## config.mk

```make
export PLATFORM = sky130hd
export DESIGN_NAME = is2vid_control_gen2_flat
export DESIGN_NICKNAME = d
export VERILOG_FILES = /design/src/rtl/is2vid_control_gen2_if.sv /design/src/rtl/is2vid_control_gen2.sv /design/src/flat_wrapper.sv
export SDC_FILE = /design/constraint.sdc
export NUM_CORES = 1
export LEC_CHECK = 0
export CAP_MARGIN = 20
export CORE_MARGIN = 1.5
export CORE_UTILIZATION = 35
export DETAILED_ROUTE_END_ITERATION = 12
export PLACE_DENSITY_LB_ADDON = 0.05
export RECOVER_POWER = 25
export SYNTH_ARGS = -nofsm -noshare
export SYNTH_HDL_FRONTEND = slang
export SYNTH_SLANG_ARGS = --single-unit
export TNS_END_PERCENT = 50
```

## constraint.sdc

```tcl
create_clock -name clk -period 4.6 [get_ports clk]
set_input_delay 0.69 -clock clk [delete_from_list [all_inputs] [get_ports clk]]
set_output_delay 0.69 -clock clk [all_outputs]
set_load 0.03 [all_outputs]
```

## src/rtl/is2vid_control_gen2_if.sv

```systemverilog
// Avalon-MM slave bus bundle for the IS2Vid control/status block.
interface is2vid_control_gen2_if #(
  parameter int DATA_WIDTH = 16
);
  logic [7:0]            av_address;
  logic                  av_read;
  logic                  av_write;
  logic [DATA_WIDTH-1:0] av_writedata;
  logic [DATA_WIDTH-1:0] av_readdata;
  logic                  av_waitrequest;

  modport master (
    output av_address, av_read, av_write, av_writedata,
    input  av_readdata, av_waitrequest
  );

  modport slave (
    input  av_address, av_read, av_write, av_writedata,
    output av_readdata, av_waitrequest
  );
endinterface

```

## src/rtl/is2vid_control_gen2.sv

```systemverilog
// IS2Vid control/status register block: CTRL/STATUS/INT registers, FIFO
// watermark and underflow counter, plus forwarding of mode-bank writes
// (address >= 8) with an acknowledge handshake and optional timeout.
module is2vid_control_gen2 #(
  parameter int DATA_WIDTH       = 16,
  parameter int NO_OF_MODES      = 1,
  parameter int USED_WORDS_WIDTH = 15,
  parameter int ACK_TIMEOUT      = 255
) (
  input  logic                        clk,
  input  logic                        rst_n,
  input  logic                        av_write_ack,
  input  logic                        mode_change,
  input  logic [NO_OF_MODES-1:0]      mode_match,
  input  logic [USED_WORDS_WIDTH-1:0] usedw,
  input  logic                        underflow_sticky,
  input  logic                        enable_resync,
  input  logic                        genlocked,
  output logic                        enable,
  output logic [1:0]                  genlock_enable,
  output logic                        clear_underflow_sticky,
  output logic                        write_trigger,
  output logic                        write_trigger_ack,
  output logic                        status_update_int,
  is2vid_control_gen2_if.slave        bus
);

  localparam int UW    = USED_WORDS_WIDTH;
  localparam int CNT_W = (ACK_TIMEOUT < 2) ? 1 : $clog2(ACK_TIMEOUT + 1);
  localparam logic [CNT_W:0] TIMEOUT_V = (CNT_W + 1)'(ACK_TIMEOUT);

  typedef enum logic {S_IDLE, S_WAIT} state_t;

  state_t                 state_q, state_d;
  logic [CNT_W-1:0]       cnt_q, cnt_d;
  logic [CNT_W:0]         cnt_inc;
  logic                   done;

  logic                   enable_q, enable_d;
  logic [3:0]             int_en_q, int_en_d;
  logic [1:0]             genlock_enable_q, genlock_enable_d;
  logic [3:0]             int_q, int_d;           // {watermark, underflow, genlock, mode}
  logic                   ack_err_q, ack_err_d;
  logic                   clear_uf_q, clear_uf_d;
  logic [UW-1:0]          wmark_q, wmark_d;
  logic [15:0]            ufcnt_q, ufcnt_d;
  logic [NO_OF_MODES-1:0] mode_match_q, mode_match_d;
  logic                   genlocked_q;
  logic                   uf_prev_q;
  logic                   wm_above_q;
  logic                   wta_q;

  logic                   fwd_wr;
  logic                   wr_ctrl, wr_status, wr_int, wr_wmark, wr_ufcnt;
  logic                   uf_rise, gl_ev, wm_ev;
  logic [3:0]             ev, w1c;
  logic [DATA_WIDTH-1:0]  mm_ext;
  logic [DATA_WIDTH-1:0]  rd;
  logic                   unused_bits;

  assign fwd_wr    = bus.av_write & (bus.av_address[7:3] != 5'd0);
  assign wr_ctrl   = bus.av_write & (bus.av_address == 8'd0);
  assign wr_status = bus.av_write & (bus.av_address == 8'd1);
  assign wr_int    = bus.av_write & (bus.av_address == 8'd2);
  assign wr_wmark  = bus.av_write & (bus.av_address == 8'd5);
  assign wr_ufcnt  = bus.av_write & (bus.av_address == 8'd6);

  assign uf_rise = underflow_sticky & ~uf_prev_q;
  assign gl_ev   = genlocked ^ genlocked_q;
  // Falling through the watermark: below now, at-or-above last cycle.
  assign wm_ev   = (usedw < wmark_q) & wm_above_q;
  assign ev      = {wm_ev, uf_rise, gl_ev, mode_change};

  // Match vector zero-extended or truncated to the bus width.
  for (genvar gi = 0; gi < DATA_WIDTH; gi++) begin : g_mm
    if (gi < NO_OF_MODES) begin : g_bit
      assign mm_ext[gi] = mode_match_q[gi];
    end else begin : g_zero
      assign mm_ext[gi] = 1'b0;
    end
  end

  assign unused_bits = ^{bus.av_writedata, mode_match_q};

  // Forwarded-write handshake: next state, wait counter and timeout strobe.
  always_comb begin
    state_d = state_q;
    cnt_d   = cnt_q;
    done    = 1'b0;
    cnt_inc = {1'b0, cnt_q} + (CNT_W + 1)'(1);
    case (state_q)
      S_IDLE: begin
        if (fwd_wr && !av_write_ack) begin
          state_d = S_WAIT;
          cnt_d   = '0;
        end
      end
      S_WAIT: begin
        cnt_d = cnt_inc[CNT_W-1:0];
        if (av_write_ack) begin
          state_d = S_IDLE;
        end else if ((ACK_TIMEOUT != 0) && (cnt_inc == TIMEOUT_V)) begin
          done    = 1'b1;
          state_d = S_IDLE;
        end
      end
      default: state_d = S_IDLE;
    endcase
  end

  // Register file next-state: control, sticky interrupts, watermark, counter.
  always_comb begin
    enable_d         = wr_ctrl ? bus.av_writedata[0]   : enable_q;
    int_en_d         = wr_ctrl ? bus.av_writedata[4:1] : int_en_q;
    genlock_enable_d = wr_ctrl ? bus.av_writedata[6:5] : genlock_enable_q;
    wmark_d          = wr_wmark ? bus.av_writedata[UW-1:0] : wmark_q;
    mode_match_d     = mode_change ? mode_match : mode_match_q;

    // A set event wins over a same-cycle W1C; disabling a source drops it.
    w1c   = wr_int ? bus.av_writedata[4:1] : 4'b0000;
    int_d = ((int_q & ~w1c) | ev) & int_en_d;

    ack_err_d = done | (ack_err_q & ~(wr_status & bus.av_writedata[4]));

    clear_uf_d = clear_uf_q;
    if (wr_status && bus.av_writedata[2]) begin
      clear_uf_d = 1'b1;
    end else if (!underflow_sticky) begin
      clear_uf_d = 1'b0;
    end

    ufcnt_d = ufcnt_q;
    if (wr_ufcnt) begin
      ufcnt_d = 16'h0000;
    end else if (uf_rise && (ufcnt_q != 16'hFFFF)) begin
      ufcnt_d = ufcnt_q + 16'h0001;
    end
  end

  // Zero-wait read mux; unused bits and unmapped addresses read 0.
  always_comb begin
    rd = '0;
    case (bus.av_address)
      8'd0: rd[6:0]    = {genlock_enable_q, int_en_q, enable_q};
      8'd1: rd[4:0]    = {ack_err_q, genlocked, underflow_sticky, 1'b0, enable_resync};
      8'd2: rd[4:0]    = {int_q, 1'b0};
      8'd3: rd[UW-1:0] = usedw;
      8'd4: rd         = mm_ext;
      8'd5: rd[UW-1:0] = wmark_q;
      8'd6: rd[15:0]   = ufcnt_q;
      default: rd      = '0;
    endcase
  end

  // All state flops, cleared asynchronously.
  always_ff @(posedge clk or negedge rst_n) begin
    if (!rst_n) begin
      state_q          <= S_IDLE;
      cnt_q            <= '0;
      enable_q         <= 1'b0;
      int_en_q         <= 4'b0000;
      genlock_enable_q <= 2'b00;
      int_q            <= 4'b0000;
      ack_err_q        <= 1'b0;
      clear_uf_q       <= 1'b0;
      wmark_q          <= '0;
      ufcnt_q          <= 16'h0000;
      mode_match_q     <= '0;
      genlocked_q      <= 1'b0;
      uf_prev_q        <= 1'b0;
      wm_above_q       <= 1'b0;
      wta_q            <= 1'b0;
    end else begin
      state_q          <= state_d;
      cnt_q            <= cnt_d;
      enable_q         <= enable_d;
      int_en_q         <= int_en_d;
      genlock_enable_q <= genlock_enable_d;
      int_q            <= int_d;
      ack_err_q        <= ack_err_d;
      clear_uf_q       <= clear_uf_d;
      wmark_q          <= wmark_d;
      ufcnt_q          <= ufcnt_d;
      mode_match_q     <= mode_match_d;
      genlocked_q      <= genlocked;
      uf_prev_q        <= underflow_sticky;
      wm_above_q       <= (usedw >= wmark_q);
      wta_q            <= av_write_ack;
    end
  end

  assign enable                 = enable_q;
  assign genlock_enable         = genlock_enable_q;
  assign clear_underflow_sticky = clear_uf_q;
  assign write_trigger_ack      = wta_q;
  assign status_update_int      = |int_q;
  assign write_trigger          = fwd_wr & ~done;
  assign bus.av_waitrequest     = fwd_wr & ~av_write_ack & ~done;
  assign bus.av_readdata        = bus.av_read ? rd : '0;

endmodule

```

## src/flat_wrapper.sv

```systemverilog
// flat-port wrapper written by rule: the top's interface ports become plain ports
module is2vid_control_gen2_flat 
#(
  parameter int DATA_WIDTH       = 16,
  parameter int NO_OF_MODES      = 1,
  parameter int USED_WORDS_WIDTH = 15,
  parameter int ACK_TIMEOUT      = 255
)
  (clk, rst_n, av_write_ack, mode_change, mode_match, usedw, underflow_sticky, enable_resync, genlocked, enable, genlock_enable, clear_underflow_sticky, write_trigger, write_trigger_ack, status_update_int, bus_av_address, bus_av_read, bus_av_write, bus_av_writedata, bus_av_readdata, bus_av_waitrequest);
  is2vid_control_gen2_if #(.DATA_WIDTH(DATA_WIDTH)) bus_i ();
  input  logic clk;
  input  logic rst_n;
  input  logic av_write_ack;
  input  logic mode_change;
  input  logic [NO_OF_MODES-1:0] mode_match;
  input  logic [USED_WORDS_WIDTH-1:0] usedw;
  input  logic underflow_sticky;
  input  logic enable_resync;
  input  logic genlocked;
  output logic enable;
  output logic [1:0] genlock_enable;
  output logic clear_underflow_sticky;
  output logic write_trigger;
  output logic write_trigger_ack;
  output logic status_update_int;
  input wire logic [$bits(bus_i.av_address)-1:0] bus_av_address;
  input wire logic [$bits(bus_i.av_read)-1:0] bus_av_read;
  input wire logic [$bits(bus_i.av_write)-1:0] bus_av_write;
  input wire logic [$bits(bus_i.av_writedata)-1:0] bus_av_writedata;
  output wire logic [$bits(bus_i.av_readdata)-1:0] bus_av_readdata;
  output wire logic [$bits(bus_i.av_waitrequest)-1:0] bus_av_waitrequest;
  assign bus_i.av_address = bus_av_address;
  assign bus_i.av_read = bus_av_read;
  assign bus_i.av_write = bus_av_write;
  assign bus_i.av_writedata = bus_av_writedata;
  assign bus_av_readdata = bus_i.av_readdata;
  assign bus_av_waitrequest = bus_i.av_waitrequest;
  is2vid_control_gen2 #(.DATA_WIDTH(DATA_WIDTH), .NO_OF_MODES(NO_OF_MODES), .USED_WORDS_WIDTH(USED_WORDS_WIDTH), .ACK_TIMEOUT(ACK_TIMEOUT)) u_core (.clk(clk), .rst_n(rst_n), .av_write_ack(av_write_ack), .mode_change(mode_change), .mode_match(mode_match), .usedw(usedw), .underflow_sticky(underflow_sticky), .enable_resync(enable_resync), .genlocked(genlocked), .enable(enable), .genlock_enable(genlock_enable), .clear_underflow_sticky(clear_underflow_sticky), .write_trigger(write_trigger), .write_trigger_ack(write_trigger_ack), .status_update_int(status_update_int), .bus(bus_i));
endmodule
```

==> metrics.cfg, run 1 <==
[worst_setup_path]
path_max_fanout = 8
cp_data_required_time_ns = 3.91
r2r_setup_slack_ns = 2.49
crit_path_start_kind = input port
critPathCaptureType = output pin
worstPathArrival_ns = 3.41
r2r_end = u_core.ufcnt_q[1]$_DFFE_PN0P_
reg2reg_from = u_core.ufcnt_q[0]$_DFFE_PN0P_
path_class = input port to output pin
reg2regPathDepth = 6

[cts]
clock_latency_ns = 0.35
cts_hold_buf = 0
h-tree-depth = 3
cts-root-buf = clkbuf_8
cts.sinks = 58
ctsResizeCount = 0
cts_buffers = 9
postCtsSetupBuffers = 0
cts_tree = done
clk_path_buf_depth = 2
clk_pin_slew_ns = 0.08

[grt]
grt_util_all_layers = 0.192
grt_max_degree = 59
antenna_found_initial = 0
first_global_vias = 3200
grt-ovfl-total = 0
grt_pass1_wl_um = 16500

[timing]
max_slew_margin = -1.16
layout_setup_ws_ns = 0.500
worstMarginPinSlew_ns = 3.24
hold_viol_final = 0
setup_tns_ns = 0
setup_violations = 0
period_needed_ns = 4.10
skew_ns = 0.0110
fin_crit_sh = 0.891
grt_setup_unrepaired = no
slew_viol_final = 59
max_freq_mhz = 244

[power]
leakage_nw = 2.01
p_per_area_nw_per_um2 = 309
total_power_mw = 1.46
ir_drop_v = 0.000158

[drt]
drc_errors = 0
dr.pass1.iters = 4
routed_wl_um = 10100
drt_iter0_drc = 134
via_count = 3184
drt-wirelength-per-cell_um = 16.9
antenna_left = 0
avgViaCountPerCell = 5.31

[logic_synthesis]
yosys_warnings = 0
synthFlopType = dfrtp_1
synth_seq_cells = 58
ys_seq_area_frac = 0.400
synthCells = 389
synth.area.top_cells = dfrtp_1, mux2_2, ha_1
synth_edf_count = 0
synth_async_sr_flop_share = 1.00
yosys.area.top_type = dfrtp_1
synthDominantCellAreaShare = 0.400
syn_area_per_cell_sq_um = 9.33
synth_area_sq_um = 3630
ys_types = 51
synth_fp_nets = 456

[layout]
final_cell_mix = clkdlybuf4s50_1, dfrtp_1, nor2_1, mux2_2, nand2_1
drive_above_1_share = 0.111
final_util = 0.477
syn2layout_area_growth_pct = 30.1
finalNonFillerCells = 600
final_common_cell = clkdlybuf4s50_1
nNetsFinal = 529
fillers = 993
antenna_cells = 0

[place]
dp_slack_ns = 0.466
io_buffers = 71
gp_congestion = 0.819
dpl.cell_count = 584
place_hpwl_um = 7640

[worst_hold_path]
holdCritPathClass = register to register
hp-start = u_core.cnt_q[5]$_DFFE_PN0P_
whs_path_depth = 1
hold_end = u_core.cnt_q[5]$_DFFE_PN0P_

[floorplanning]
coreArea_sq_um = 9910
fp.dieW_um = 105
ios = 73
rows = 36
die_h_um = 105
initial_utilization = 0.366
die-area_sq_um = 11000

[flow_run]
drv_cap = 1

[outcome]
violations = max-capacitance violations, max-slew violations
outcome = finished with violations

## where the power goes
group | internal (mW) | switching, mW
combinational | 0.115 | 0.116
clock | 0.388 | 0.225
sequential | 0.554 | 0.0594
total | 1.06 | 0.400
## area by class of cell
| cell class | instances | area [sq um] | area share |
|---|---|---|---|
| clock buffers | 11 | 151 | 0.0321 |
| clock inverters | 5 | 100 | 0.0212 |
| multi-input cells | 291 | 2010 | 0.425 |
| inverters | 23 | 86.3 | 0.0183 |
| well taps | 133 | 166 | 0.0352 |
| flip-flops and latches | 58 | 1450 | 0.307 |
| repair buffers | 79 | 762 | 0.161 |
## per-layer routing
| layer | GRT usage | vias up | routed length [um] |
|---|---|---|---|
| met5 | 0 | - | 0 |
| met4 | 0.0675 | 0 | 133 |
| met3 | 0.0349 | 8 | 342 |
| met2 | 0.310 | 64 | 4660 |
| met1 | 0.256 | 1568 | 4970 |
| li1 | - | 1544 | - |
## logic make-up after synthesis
logic type,count (synthesis),synth area share
buf+inv,40,0.0476
mux,34,0.102
simple gates,135,0.189
flops,58,0.400
xor+xnor,18,0.0434
fa+ha+maj,18,0.0620
compound gates,86,0.156
## state kept, by name, indices dropped and copies added, names as in the netlist
register,flops
u_core.ack_err_q,1
u_core.write_trigger_ack,1
u_core.mode_match_q,1
u_core.int_en_q,4
u_core.ufcnt_q,16
u_core.genlocked_q,1
u_core.clear_underflow_sticky,1
u_core.int_q,4
u_core.uf_prev_q,1
u_core.wmark_q,15
u_core.genlock_enable,2
u_core.state_q,1
u_core.cnt_q,8
u_core.wm_above_q,1
u_core.enable,1
## worst max path at each step
stage / from / to / slack, ns / depth (start not counted)
after floorplan: bus_av_address[4] / bus_av_readdata[0] / 1.30 / 6
after global placement: bus_av_address[4] / bus_av_readdata[5] / 0.48 / 8
after detailed placement: bus_av_address[4] / bus_av_readdata[5] / 0.47 / 8
after CTS: bus_av_address[4] / bus_av_readdata[5] / 0.47 / 8
after global routing: bus_av_address[4] / bus_av_readdata[0] / 0.38 / 8
final: bus_av_address[4] / bus_av_readdata[5] / 0.50 / 8
## stage by stage
step                      hold WS [ns]  area, sq um
after global placement           0.480         4480
after global routing             0.513         4720
final                            0.482         4720
after detailed placement         0.480         4480
after floorplan                  0.394         3630
after CTS                        0.492         4730
## cells in the mapped netlist, types with 9 or more instances
library cell  number
nand3_1           14
o21ai_0           22
mux2i_1           10
a22oi_1           11
dfrtp_1           58
inv_1             23
mux2_2            24
nand2_1           24
clkbuf_1           9
ha_1              18
nor2_1            47
a21oi_1           17
xor2_1            15
## critical path, stage by stage
cell and delay (ns):
clkdlybuf4s50_1 0.39, or4_4 0.55, or3b_1 0.51, nor3_2 0.15, buf_4 0.19, a221oi_1 0.09, nor2_1 0.14, clkdlybuf4s50_1 0.69
Power figures use the tool's default switching activity.
==> run 2, diff against run 1 <==
- DONT_BUFFER_PORTS: not set -> 1
==> run 2 against run 1 <==
Count of clock-buffer cells in the layout rose by 2. Critical endpoint is now bus_av_readdata[0]. Utilization fell by 8.0 points. Largest cell class unchanged. Sequential share of layout area rose by 6.2 points. Cell count fell by 13%. The flow now finishes without violations. First-iteration DRC count rose by 1.5%. Fmax rose by 14%. Final area fell by 17%. Flip-flop and latch count did not move. Sequential power barely moved. Largest power group unchanged. Setup slack improved by 0.49 ns.
==> metrics.cfg, run 2 (same netlist as run 1, synthesis figures left out) <==
[floorplanning]
initial_utilization = 0.366  ; unchanged
ios = 73  ; unchanged
die_h_um = 105  ; unchanged
coreArea_sq_um = 9910  ; unchanged
rows = 36  ; unchanged
die-area_sq_um = 11000  ; unchanged
fp.dieW_um = 105  ; unchanged

[drt]
antenna_left = 0  ; unchanged
drc_errors = 0  ; unchanged
drt_iter0_drc = 136  ; was 134
drt-wirelength-per-cell_um = 18.5  ; was 16.9 um
routed_wl_um = 9630  ; was 10100 um
avgViaCountPerCell = 5.45  ; was 5.31
dr.pass1.iters = 4  ; unchanged
via_count = 2844  ; was 3184

[layout]
largestRegisters = u_core.ufcnt_q: 16 flops, u_core.wmark_q: 15 flops, u_core.cnt_q: 8 flops  ; unchanged
final_cell_mix = dfrtp_1, nor2_1, mux2_2, nand2_1, inv_1  ; was clkdlybuf4s50_1, dfrtp_1, nor2_1, mux2_2, nand2_1
antenna_cells = 0  ; unchanged
nNetsFinal = 452  ; was 529
largest_reg_flops = 16  ; unchanged
final_util = 0.396  ; was 0.477
final_common_cell = dfrtp_1  ; was clkdlybuf4s50_1
drive_above_1_share = 0.113  ; was 0.111
max_flop_register = u_core.ufcnt_q  ; unchanged
syn2layout_area_growth_pct = 8.24  ; was 30.1%
finalNonFillerCells = 522  ; was 600

[worst_setup_path]
cp_data_required_time_ns = 3.91  ; about the same
path_cells = or4_4 -> or3b_1 -> nor3_2 -> nand2_1 -> a21oi_1  ; was clkdlybuf4s50_1 -> or4_4 -> or3b_1 -> nor3_2 -> buf_4 -> a221oi_1 -> nor2_1 -> clkdlybuf4s50_1
crit_path_start_kind = input port  ; unchanged
r2r_setup_slack_ns = 2.48  ; was 2.49 ns
slowest_stage = a21oi_1  ; was clkdlybuf4s50_1
slowest_delay_ns = 0.58  ; was 0.69 ns
reg2reg_from = u_core.ufcnt_q[1]$_DFFE_PN0P_  ; was u_core.ufcnt_q[0]$_DFFE_PN0P_
worstPathArrival_ns = 2.92  ; was 3.41 ns
critPathCaptureType = output pin  ; unchanged
reg2regPathDepth = 6  ; unchanged
path_class = input port to output pin  ; unchanged
r2r_end = u_core.ufcnt_q[1]$_DFFE_PN0P_  ; unchanged
path_max_fanout = 8  ; unchanged

[place]
gp_congestion = 0.772  ; was 0.819
place_hpwl_um = 7200  ; was 7640 um
io_buffers = 0  ; was 71
dpl.cell_count = 507  ; was 584
dp_slack_ns = 0.944  ; was 0.466 ns

[power]
leakage_nw = 1.70  ; was 2.01 nW
total_power_mw = 1.27  ; was 1.46 mW
p_per_area_nw_per_um2 = 323  ; was 309 nW/um^2
ir_drop_v = 0.000158  ; about the same

[grt]
grt_max_degree = 59  ; unchanged
grt_pass1_wl_um = 16000  ; was 16500 um
first_global_vias = 2868  ; was 3200
grt_util_all_layers = 0.188  ; was 0.192
grt-ovfl-total = 0  ; unchanged
antenna_found_initial = 0  ; unchanged

[timing]
grt_setup_unrepaired = no  ; unchanged
period_needed_ns = 3.61  ; was 4.10 ns
worstMarginPinSlew_ns = 0.686  ; was 3.24 ns
setup_tns_ns = 0  ; unchanged
setup_violations = 0  ; unchanged
fin_crit_sh = 0.785  ; was 0.891
max_freq_mhz = 277  ; was 244 MHz
max_slew_margin = 0.541  ; was -1.16
skew_ns = 0.00436  ; was 0.0110 ns
layout_setup_ws_ns = 0.988  ; was 0.500 ns
slew_viol_final = 0  ; was 59
hold_viol_final = 0  ; unchanged

[cts]
clock_latency_ns = 0.33  ; was 0.35 ns
clk_pin_slew_ns = 0.07  ; was 0.08 ns
cts-root-buf = clkbuf_8  ; unchanged
cts_hold_buf = 0  ; unchanged
h-tree-depth = 3  ; unchanged
postCtsSetupBuffers = 0  ; unchanged
ctsResizeCount = 0  ; unchanged
clk_path_buf_depth = 2  ; unchanged
cts_tree = done  ; unchanged
cts_buffers = 9  ; unchanged
cts.sinks = 58  ; unchanged

[worst_hold_path]
holdCritPathClass = input port to asynchronous set/reset pin  ; was register to register

[outcome]
outcome = completed  ; was finished with violations

[flow_run]
drv_cap = 0  ; was 1

## run 2: cell count changes in the layout (fill, tap and decap cells not counted)
| cell | previous run | this run |
|---|---|---|
| buf_4 | 7 | 2 |
| clkbuf_8 | 11 | 12 |
| buf_2 | 1 | 0 |
| clkinv_2 | 2 | 1 |
| bufinv_16 | 3 | 1 |
| dlygate4sd3_1 | 3 | 0 |
| clkdlybuf4s50_1 | 67 | 0 |
## run 2: worst max-delay path, delay by kind of cell
kind / cells / cell delay [ns]
AND/OR/NAND/NOR: 4 / 1.64
AO/OA/AOI/OAI: 1 / 0.58
## run 2: stage by stage
| step | hold WS, ns | area [sq um] |
|---|---|---|
| floorplan | 0.394 | 3630 |
| global placement | 0.396 | 3720 |
| detailed placement | 0.397 | 3720 |
| CTS | 0.0297 | 3930 |
| global route | 0.0178 | 3930 |
| finish | 0.0464 | 3930 |
## run 2: where the power goes
group          internal (mW)  switching [mW]  total [mW]
Combinational         0.0741          0.0786       0.153
Sequential             0.554          0.0616       0.616
Clock                  0.291           0.210       0.501
Total                  0.920           0.350        1.27
## run 2: how the worst max path moves through the flow
stage / startpoint / end / slack [ns] / cells after the start
4_1_cts: bus_av_address[4] / bus_av_readdata[0] / 0.94 / 5
2_1_floorplan: bus_av_address[4] / bus_av_readdata[0] / 1.30 / 6
5_1_grt: bus_av_address[4] / bus_av_readdata[0] / 0.82 / 5
3_3_place_gp: bus_av_address[4] / bus_av_readdata[0] / 0.95 / 5
3_5_place_dp: bus_av_address[4] / bus_av_readdata[0] / 0.94 / 5
6_report: bus_av_address[4] / bus_av_readdata[0] / 0.99 / 5
## run 2: area by class of cell
cell class	instances	area, sq um
Clock buffer	13	169
Clock inverter	2	35.0
Tap cell	133	166
Fill cell	1050	5980
Inverter	23	86.3
Multi-Input combinational cell	291	2010
Sequential cell	58	1450
Timing Repair Buffer	2	15.0
## run 2: metal layers
| metal | part of all wire | global-route usage |
|---|---|---|
| met2 | 0.45 | 0.284 |
| met1 | 0.48 | 0.262 |
| met5 | 0 | 0 |
| met3 | 0.054 | 0.0574 |
| met4 | 0.0091 | 0.0421 |
==> run 3, diff against run 2 <==
- clock period: 4.6 -> 3 ns (I/O delays scaled with it)
==> run 3 against run 2 <==
The flow now finishes with violations (max-capacitance violations). Combinational power is 63% higher. Final area rose by 4.6%. Utilization grew 1.8 points. First-iteration DRC count shrank 2.9%. Routed wire length grew 0.70%.
==> metrics.cfg, run 3 (same netlist as run 1, synthesis figures left out) <==
[outcome]
outcome = finished with violations  ; was completed
violations = max-capacitance violations

[timing]
skew_ns = 0.0102  ; was 0.00436 ns
grt_setup_unrepaired = no  ; unchanged
hold_viol_final = 0  ; unchanged
period_needed_ns = 2.69
worstMarginPinSlew_ns = 1.49  ; was 0.686 ns
max_freq_mhz = 371
fin_crit_sh = 0.898
slew_viol_final = 0  ; unchanged
setup_tns_ns = 0  ; unchanged
setup_violations = 0  ; unchanged
max_slew_margin = 0.00431  ; was 0.541

[layout]
fillers = 1011  ; was 1050
final_common_cell = dfrtp_1  ; unchanged
final_util = 0.415  ; was 0.396
nNetsFinal = 472  ; was 452
multi_input_area_sq_um = 2010  ; unchanged
largestRegisters = u_core.ufcnt_q: 16 flops, u_core.wmark_q: 15 flops, u_core.cnt_q: 8 flops  ; unchanged
antenna_cells = 0  ; unchanged
syn2layout_area_growth_pct = 13.2  ; was 8.24%
regArea_sq_um = 1450  ; unchanged
drive_above_1_share = 0.156  ; was 0.113
final_cell_mix = dfrtp_1, nor2_1, mux2_2, nand2_1, inv_1  ; unchanged
largest_reg_flops = 16  ; unchanged
max_flop_register = u_core.ufcnt_q  ; unchanged

[cts]
clk_path_buf_depth = 2  ; unchanged
cts_hold_buf = 2  ; was 0
clock_latency_ns = 0.34  ; was 0.33 ns
cts_buffers = 9  ; unchanged
cts.sinks = 58  ; unchanged
postCtsSetupBuffers = 0  ; unchanged
clk_pin_slew_ns = 0.07  ; about the same
h-tree-depth = 3  ; unchanged
cts_tree = done  ; unchanged
ctsResizeCount = 0  ; unchanged
cts-root-buf = clkbuf_8  ; unchanged

[drt]
dr.pass1.iters = 4  ; unchanged
drt-wirelength-per-cell_um = 17.9  ; was 18.5 um
drc_errors = 0  ; unchanged
via_count = 2906  ; was 2844
drt_iter0_drc = 132  ; was 136
antenna_left = 0  ; unchanged
routed_wl_um = 9700  ; was 9630 um
avgViaCountPerCell = 5.35  ; was 5.45

[worst_hold_path]
holdCritPathClass = input port to register  ; was input port to asynchronous set/reset pin

[floorplanning]
ios = 73  ; unchanged
rows = 36  ; unchanged
initial_utilization = 0.366  ; unchanged
die_h_um = 105  ; unchanged
die-area_sq_um = 11000  ; unchanged
coreArea_sq_um = 9910  ; unchanged
fp.dieW_um = 105  ; unchanged

[power]
p_per_area_nw_per_um2 = 503  ; was 323 nW/um^2
leakage_nw = 1.82  ; was 1.70 nW
ir_drop_v = 0.000220  ; was 0.000158 V

[worst_setup_path]
path_max_fanout = 7  ; was 8
critPathCaptureType = output pin  ; unchanged
path_class = input port to output pin  ; unchanged
crit_path_start_kind = input port  ; unchanged
worstPathArrival_ns = 2.24  ; was 2.92 ns
cp_data_required_time_ns = 2.55  ; was 3.91 ns

[grt]
grt-ovfl-total = 0  ; unchanged
first_global_vias = 2935  ; was 2868
grt_max_degree = 59  ; unchanged
antenna_found_initial = 0  ; unchanged
grt_pass1_wl_um = 15800  ; was 16000 um
grt_util_all_layers = 0.185  ; was 0.188

[flow_run]
drv_cap = 1  ; was 0

[place]
place_hpwl_um = 7270  ; was 7200 um
gp_congestion = 0.857  ; was 0.772
io_buffers = 0  ; unchanged

-- run 3: changes by cell type in the layout (fill, tap and decap cells not counted) --
| cell | previous run | this run |
|---|---|---|
| clkbuf_2 | 0 | 1 |
| clkinv_2 | 1 | 3 |
| dlygate4sd3_1 | 0 | 1 |
| buf_4 | 2 | 20 |
| bufinv_16 | 1 | 3 |
| clkbuf_8 | 12 | 9 |
-- run 3: layout make-up --
cell class,instances,share of cell area
well taps,133,0.0405
repair buffers,22,0.0402
multi-input cells,291,0.488
clock inverters,6,0.0256
inverters,23,0.0210
clock buffers,10,0.0311
flip-flops and latches,58,0.353
-- run 3: worst paths after layout --
check | startpoint | cells after the start | slack (ns) | endpoint
hold / removal | genlocked | 0 | 0.14 | u_core.genlocked_q$_DFF_PN0_
min in group asynchronous | rst_n | 2 | 1.01 | u_core.cnt_q[7]$_DFFE_PN0P_
setup reg to reg | u_core.ufcnt_q[1]$_DFFE_PN0P_ | 6 | 0.84 | u_core.ufcnt_q[1]$_DFFE_PN0P_
hold reg to reg | u_core.cnt_q[5]$_DFFE_PN0P_ | 1 | 0.49 | u_core.cnt_q[5]$_DFFE_PN0P_
max in group asynchronous | rst_n | 2 | 1.09 | u_core.wmark_q[9]$_DFFE_PN0P_
setup / recovery | bus_av_address[4] | 6 | 0.31 | bus_av_readdata[5]
-- run 3: where the power goes --
part,internal [mW],total [mW],leakage (nW),switching [mW]
Clock,0.548,0.871,0.120,0.324
Sequential,0.850,0.946,0.773,0.0965
Combinational,0.115,0.250,0.923,0.135
-- run 3: layer usage --
layer | global-route usage | routed length [um] | vias to the layer above
li1 | - | - | 1433
met5 | 0 | 0 | -
met1 | 0.241 | 4570 | 1418
met3 | 0.0543 | 522 | 6
met4 | 0.0479 | 76 | 0
met2 | 0.299 | 4530 | 49
-- run 3: critical path: stages --
cell and delay [ns]:
or4_4 0.54, nor2_1 0.40, and3_1 0.39, a221oi_1 0.13, nor2_1 0.15, buf_4 0.18
-- run 3: through the flow --
| step | hold WS [ns] | setup slack [ns] | instances | cell area, sq um | power (mW) |
|---|---|---|---|---|---|
| 2_1_floorplan | 0.154 | 0.184 | 389 | 3630 | 1.13 |
| 3_3_place_gp | 0.156 | 0.357 | 525 | 3860 | 1.19 |
| 3_5_place_dp | 0.156 | 0.286 | 525 | 3860 | 1.19 |
| 4_1_cts | 0.131 | 0.279 | 543 | 4130 | 2.10 |
| 5_1_grt | 0.127 | 0.0941 | 543 | 4110 | 2.17 |
| 6_report | 0.142 | 0.306 | 543 | 4110 | 2.07 |
